`config.mk`:
```
export PLATFORM = sky130hd
export DESIGN_NAME = axis_frame_sink
export DESIGN_NICKNAME = d
export VERILOG_FILES = /design/src/rtl/axis_frame_sink_pkg.sv /design/src/rtl/axis_frame_sink_crc32_d24.sv /design/src/rtl/axis_frame_sink.sv
export SDC_FILE = /design/constraint.sdc
export NUM_CORES = 1
export LEC_CHECK = 0
export BUFFER_PORTS_ARGS = -buffer_cell sky130_fd_sc_hd__buf_2
export CELL_PAD_IN_SITES_DETAIL_PLACEMENT = 1
export CELL_PAD_IN_SITES_GLOBAL_PLACEMENT = 2
export CORE_MARGIN = 4
export CORE_UTILIZATION = 29
export CTS_CLUSTER_DIAMETER = 30
export DETAILED_ROUTE_END_ITERATION = 8
export GPL_ROUTABILITY_DRIVEN = 0
export PLACE_DENSITY = 0.89
export REMOVE_ABC_BUFFERS = 1
export SETUP_SLACK_MARGIN = 0.1
export SYNTH_ARGS = -nofsm -noshare
export SYNTH_HDL_FRONTEND = slang
export SYNTH_SLANG_ARGS = --single-unit
```
`constraint.sdc`:
```
create_clock -name clkNx -period 2.5 [get_ports clkNx]
set_clock_uncertainty 0.1 [all_clocks]
set_input_delay 0.125 -clock clkNx [delete_from_list [all_inputs] [get_ports clkNx]]
set_output_delay 0.125 -clock clkNx [all_outputs]
set_load 0.03 [all_outputs]
```
`src/rtl/axis_frame_sink_pkg.sv`:
```
// rtl/axis_frame_sink_pkg.sv - shared types and constants for the AXI4-Stream frame sink
package axis_frame_sink_pkg;

  typedef enum logic {
    IDLE   = 1'b0,
    ACTIVE = 1'b1
  } state_t;

  localparam int ERR_EARLY_LAST = 0;
  localparam int ERR_MISS_LAST  = 1;
  localparam int ERR_MID_USER   = 2;
  localparam int ERR_NO_FRAME   = 3;

  localparam logic [31:0] CRC_POLY = 32'h04C1_1DB7;
  localparam logic [31:0] CRC_INIT = 32'hFFFF_FFFF;

endpackage

```
`src/rtl/axis_frame_sink_crc32_d24.sv`:
```
// rtl/axis_frame_sink_crc32_d24.sv - combinational CRC-32 next value for one 24-bit pixel, MSB first
module axis_frame_sink_crc32_d24
  import axis_frame_sink_pkg::*;
(
  input  logic [31:0] crc_in,
  input  logic [23:0] data,
  output logic [31:0] crc_out
);

  always_comb begin
    logic [31:0] c;
    logic        fb;
    c = crc_in;
    for (int i = 23; i >= 0; i--) begin
      fb = c[31] ^ data[i];
      c  = {c[30:0], 1'b0} ^ (fb ? CRC_POLY : 32'h0);
    end
    crc_out = c;
  end

endmodule

```
`src/rtl/axis_frame_sink.sv`:
```
// rtl/axis_frame_sink.sv - video AXI4-Stream frame structure checker and counters
// Optional CRC-32 frame signature built when AXIS_FRAME_SINK_CRC_EN is defined.
module axis_frame_sink
  import axis_frame_sink_pkg::*;
#(
  parameter int N_x = 1396,
  parameter int N_y = 1396
) (
  input  logic        clkNx,
  input  logic        rst,
  input  logic        s_axis_tvalid,
  input  logic        s_axis_tuser,
  input  logic        s_axis_tlast,
  input  logic [23:0] s_axis_tdata,
  input  logic        err_clr,
  output logic        frame_active,
  output logic        frame_done,
  output logic        frame_err,
  output logic [15:0] frame_cnt,
  output logic [15:0] err_cnt,
  output logic [3:0]  err_flags,
  output logic [31:0] frame_crc
);

  localparam int XW = (N_x > 1) ? $clog2(N_x) : 1;
  localparam int YW = (N_y > 1) ? $clog2(N_y) : 1;
  localparam logic [XW-1:0] X_LAST = XW'(N_x - 1);
  localparam logic [YW-1:0] Y_LAST = YW'(N_y - 1);

  state_t        state;
  logic [XW-1:0] x;
  logic [YW-1:0] y;
  logic          bad;

  logic          beat_start;
  logic          beat_adv;
  logic          beat_line_end;
  logic          beat_final;
  logic [3:0]    err_vec;

  // Per-beat decode; at most one error bit can be set for any beat.
  always_comb begin
    beat_start    = 1'b0;
    beat_adv      = 1'b0;
    beat_line_end = 1'b0;
    beat_final    = 1'b0;
    err_vec       = '0;
    if (s_axis_tvalid) begin
      if (state == IDLE) begin
        if (s_axis_tuser) beat_start = 1'b1;
        else              err_vec[ERR_NO_FRAME] = 1'b1;
      end else if (s_axis_tuser) begin
        beat_start             = 1'b1;
        err_vec[ERR_MID_USER]  = 1'b1;
      end else begin
        beat_adv                = 1'b1;
        beat_line_end           = s_axis_tlast || (x == X_LAST);
        beat_final              = beat_line_end && (y == Y_LAST);
        err_vec[ERR_EARLY_LAST] = s_axis_tlast && (x != X_LAST);
        err_vec[ERR_MISS_LAST]  = !s_axis_tlast && (x == X_LAST);
      end
    end
  end

  always_ff @(posedge clkNx) begin
    if (rst) begin
      state        <= IDLE;
      x            <= '0;
      y            <= '0;
      bad          <= 1'b0;
      frame_active <= 1'b0;
      frame_done   <= 1'b0;
      frame_err    <= 1'b0;
      frame_cnt    <= '0;
    end else begin
      frame_done <= 1'b0;
      if (beat_start) begin
        // A restart from ACTIVE taints the new frame as well.
        state        <= ACTIVE;
        frame_active <= 1'b1;
        x            <= XW'(1);
        y            <= '0;
        bad          <= (state == ACTIVE);
      end else if (beat_final) begin
        state        <= IDLE;
        frame_active <= 1'b0;
        frame_done   <= 1'b1;
        frame_cnt    <= frame_cnt + 16'd1;
        frame_err    <= bad | (|err_vec);
        x            <= '0;
        y            <= '0;
        bad          <= 1'b0;
      end else if (beat_line_end) begin
        x   <= '0;
        y   <= y + 1'b1;
        bad <= bad | (|err_vec);
      end else if (beat_adv) begin
        x <= x + 1'b1;
      end
    end
  end

  // A simultaneous error beats err_clr: clear first, then record the new event.
  always_ff @(posedge clkNx) begin
    if (rst) begin
      err_flags <= '0;
      err_cnt   <= '0;
    end else if (|err_vec) begin
      err_flags <= (err_clr ? 4'b0000 : err_flags) | err_vec;
      if (err_clr)                err_cnt <= 16'd1;
      else if (err_cnt != 16'hFFFF) err_cnt <= err_cnt + 16'd1;
    end else if (err_clr) begin
      err_flags <= '0;
      err_cnt   <= '0;
    end
  end

`ifdef AXIS_FRAME_SINK_CRC_EN
  logic [31:0] crc_run;
  logic [31:0] crc_seed_nx;
  logic [31:0] crc_cont_nx;
  logic [31:0] frame_crc_q;

  axis_frame_sink_crc32_d24 u_crc_seed (
    .crc_in  (CRC_INIT),
    .data    (s_axis_tdata),
    .crc_out (crc_seed_nx)
  );

  axis_frame_sink_crc32_d24 u_crc_cont (
    .crc_in  (crc_run),
    .data    (s_axis_tdata),
    .crc_out (crc_cont_nx)
  );

  always_ff @(posedge clkNx) begin
    if (rst) begin
      crc_run     <= CRC_INIT;
      frame_crc_q <= '0;
    end else if (beat_start) begin
      crc_run <= crc_seed_nx;
    end else if (beat_adv) begin
      crc_run <= crc_cont_nx;
      if (beat_final) frame_crc_q <= ~crc_cont_nx;
    end
  end

  assign frame_crc = frame_crc_q;
`else
  logic unused_tdata;
  assign unused_tdata = ^s_axis_tdata;
  assign frame_crc    = '0;
`endif

endmodule

```
==> results.json <==
{
  "status": "complete, no violations",
  "clk_latency_ps": 330,
  "ios": 101,
  "die-area_um2": 13200,
  "seq_area_frac_synth": 0.373,
  "path_max_fanout": 9,
  "coreArea_um2": 11000,
  "worstSetupStartpointType": "register",
  "final-max-slew-violation-count": 0,
  "nFillCells": 1327,
  "synth_area_um2": 3330,
  "finalSetupViolations": 0,
  "rsz0062_at_grt": "false",
  "start_util": 0.301,
  "drv_cap": 0,
  "synth_warnings": 0,
  "crit_arrival_ps": 2400,
  "antenna_found_initial": 0,
  "grt.overflow.total": 0,
  "final_area_um2": 3980,
  "netlist_top_cells_area": "dfxtp_1 37%, buf_4 7.4%, a21oi_1 4.7%, nor2_1 4.1%, or3_1 3.8%",
  "syn_inst": 393,
  "drc_errors": 0,
  "wl_um": 8830,
  "swShare": 0.240,
  "worstSetupEndpointType": "register",
  "grtUsageMet2": 0.223,
  "synth.distinct_cells": 50,
  "cts_buffer_depth": 2,
  "nNetsFinal": 482,
  "tightestPinTransition_ps": 608,
  "p_seq_frac": 0.412,
  "synth_top_cell_area_share": 0.373,
  "internal_power_w": 0.00185,
  "synth_area_leader_cell": "dfxtp_1",
  "syn_avg_cell_area_um2": 8.46,
  "clock_sink_count": 62,
  "via_per_inst": 5.05,
  "finalHoldViolCount": 0,
  "cts_tree": "yes",
  "comb_power_share": 0.070,
  "grt_pass1_vias": 2915,
  "routedWlPerCell_um": 14.9,
  "cp_data_required_time_ps": 2660,
  "max_slew_margin": 0.594,
  "grtUsageMet3": 0.0274,
  "root_buffer": "clkbuf_16",
  "switchingPower_w": 0.000587,
  "vias": 2994,
  "track_usage": 0.135,
  "p_per_area_nw_per_um2": 613,
  "drtAntennaViolNets": 0,
  "period_needed_ps": 2240,
  "drt_iter0_markers": 155,
  "fin_crit_sh": 0.896,
  "h-tree-depth": 3,
  "die_x_um": 115,
  "numCtsBuffers": 9,
  "grt_busiest_layer": "met2",
  "synthArstFlopShare": 0,
  "synth_seq_cells": 62,
  "rows": 38,
  "instances_no_fill": 593,
  "worstHoldPathType": "in2reg",
  "port_buffers": 44,
  "hold_ws_ps": 38.5,
  "final.setup.tns_ps": 0,
  "synth_edf_count": 0,
  "grt_pass1_wl_um": 14200,
  "grt_max_degree": 33,
  "area_growth_pct": 19.8,
  "first_pass_iters": 4,
  "die_y_um": 115,
  "clkTransAtPathRegs_ps": 60,
  "path_class": "reg2reg",
  "placed_cell_area_um2": 3640,
  "dp_hpwl_um": 6550,
  "num_antenna_cells": 0,
  "postSynth.topFlopCell": "dfxtp_1",
  "ir_drop_mv": 0.279,
  "grtUsageMet1": 0.169,
  "placedCellCount": 577,
  "p_leak_nw": 1.48,
  "max_freq_mhz": 447,
  "pwr-share-clk": 0.518,
  "drive_gt1_frac": 0.190
}
## cell families (layout without fill, tap and decap cells)
family | count (synthesis) | in the layout | synth area share
XOR/XNOR | 23 | 23 | 0.0606
AND/OR/NAND/NOR | 172 | 172 | 0.299
flip-flops | 62 | 62 | 0.373
multiplexers | 2 | 2 | 0.00602
buffers and inverters | 55 | 84 | 0.101
adder cells (fa/ha/maj) | 4 | 4 | 0.0150
AO/OA/AOI/OAI | 74 | 74 | 0.144
other | 1 | 32 | 0.00113
## worst paths after layout
kind / startpoint / endpoint / slack, ps / cells after the start
setup / recovery: y[1] / frame_cnt[12] / 260 / 6
setup reg to reg: y[1] / frame_cnt[12] / 260 / 6
hold / removal: err_clr / err_cnt[9] / 40 / 3
hold reg to reg: frame_cnt[15] / frame_cnt[15] / 400 / 2
## sequential cells by signal, summed over array words and instances (netlist names)
signal,cells
frame_err,1
err_cnt,16
frame_cnt,16
err_flags,4
bad,1
frame_done,1
y,11
x,11
state,1
## power groups by stage
stage / sequential, W / combinational, W / clock, W
2_1_floorplan: 0.00103 / 0.000110 / 0
3_3_place_gp: 0.00102 / 0.000164 / 0
3_5_place_dp: 0.00102 / 0.000169 / 0
4_1_cts: 0.00100 / 0.000169 / 0.00130
5_1_grt: 0.00100 / 0.000186 / 0.00134
6_report: 0.00100 / 0.000171 / 0.00126
## cell type report
class	count	area, um2	area share
timing repair buffer	58	325	0.0817
tap	140	175	0.0440
clock buffer	13	260	0.0653
inverter	10	37.5	0.00942
sequential	62	1240	0.312
multi-input combinational	307	1900	0.477
clock inverter	3	42.5	0.0107
## stage by stage
step           power [W]  worst slack, ps  utilization
2_1_floorplan    0.00114             45.0            -
3_3_place_gp     0.00119              184        0.330
3_5_place_dp     0.00119              161        0.330
4_1_cts          0.00248              131        0.358
5_1_grt          0.00253              111        0.361
6_report         0.00244              261        0.361
## cell usage after synthesis, types with 3 or more instances
cell	n
a211oi_1	4
nor2_1	36
o21ai_0	15
and4_1	6
o31ai_1	5
nand4bb_1	4
nor3_1	12
nand3_1	19
nand2_1	26
ha_1	4
and2_1	5
clkbuf_1	8
a21o_1	3
or3_1	20
nor4bb_1	4
xnor2_1	13
nor3b_1	5
dfxtp_1	62
and3_1	5
or4_1	6
buf_4	33
nor4_1	4
xor2_1	10
inv_1	10
buf_2	4
nand4_1	10
a21oi_1	31
## critical path, stage by stage (launching register included)
cell and delay, ps:
dfxtp_1 400, ha_1 220, and3_1 260, and3_2 320
o2111ai_4 220, or4_1 520, a21oi_1 140
## timing repair
item	in CTS	in global routing
setup endpoints to repair	0	16
hold buffers	0	0
gates resized for setup	0	6
setup buffers	0	0
## layer usage
layer | up-vias | wire length (um)
li1 | 1472 | -
met1 | 1450 | 4100
met2 | 60 | 4200
met3 | 12 | 388
met4 | 0 | 142
met5 | - | 0
## cell usage in the layout, fill, tap and decap left out, drive strengths merged, types with 5 or more instances in the layout
cell type,n
dfxtp,62
buf,58
nor2,36
conb,32
a21oi,31
nand2,26
or3,20
nand3,19
o21ai,15
xnor2,13
clkbuf,13
nor3,12
nand4,10
inv,10
xor2,10
and4,6
or4,6
nor3b,6
and2,6
o31ai,6
nor4,6
and3,5
No activity file was read; power rests on OpenSTA's default activity.
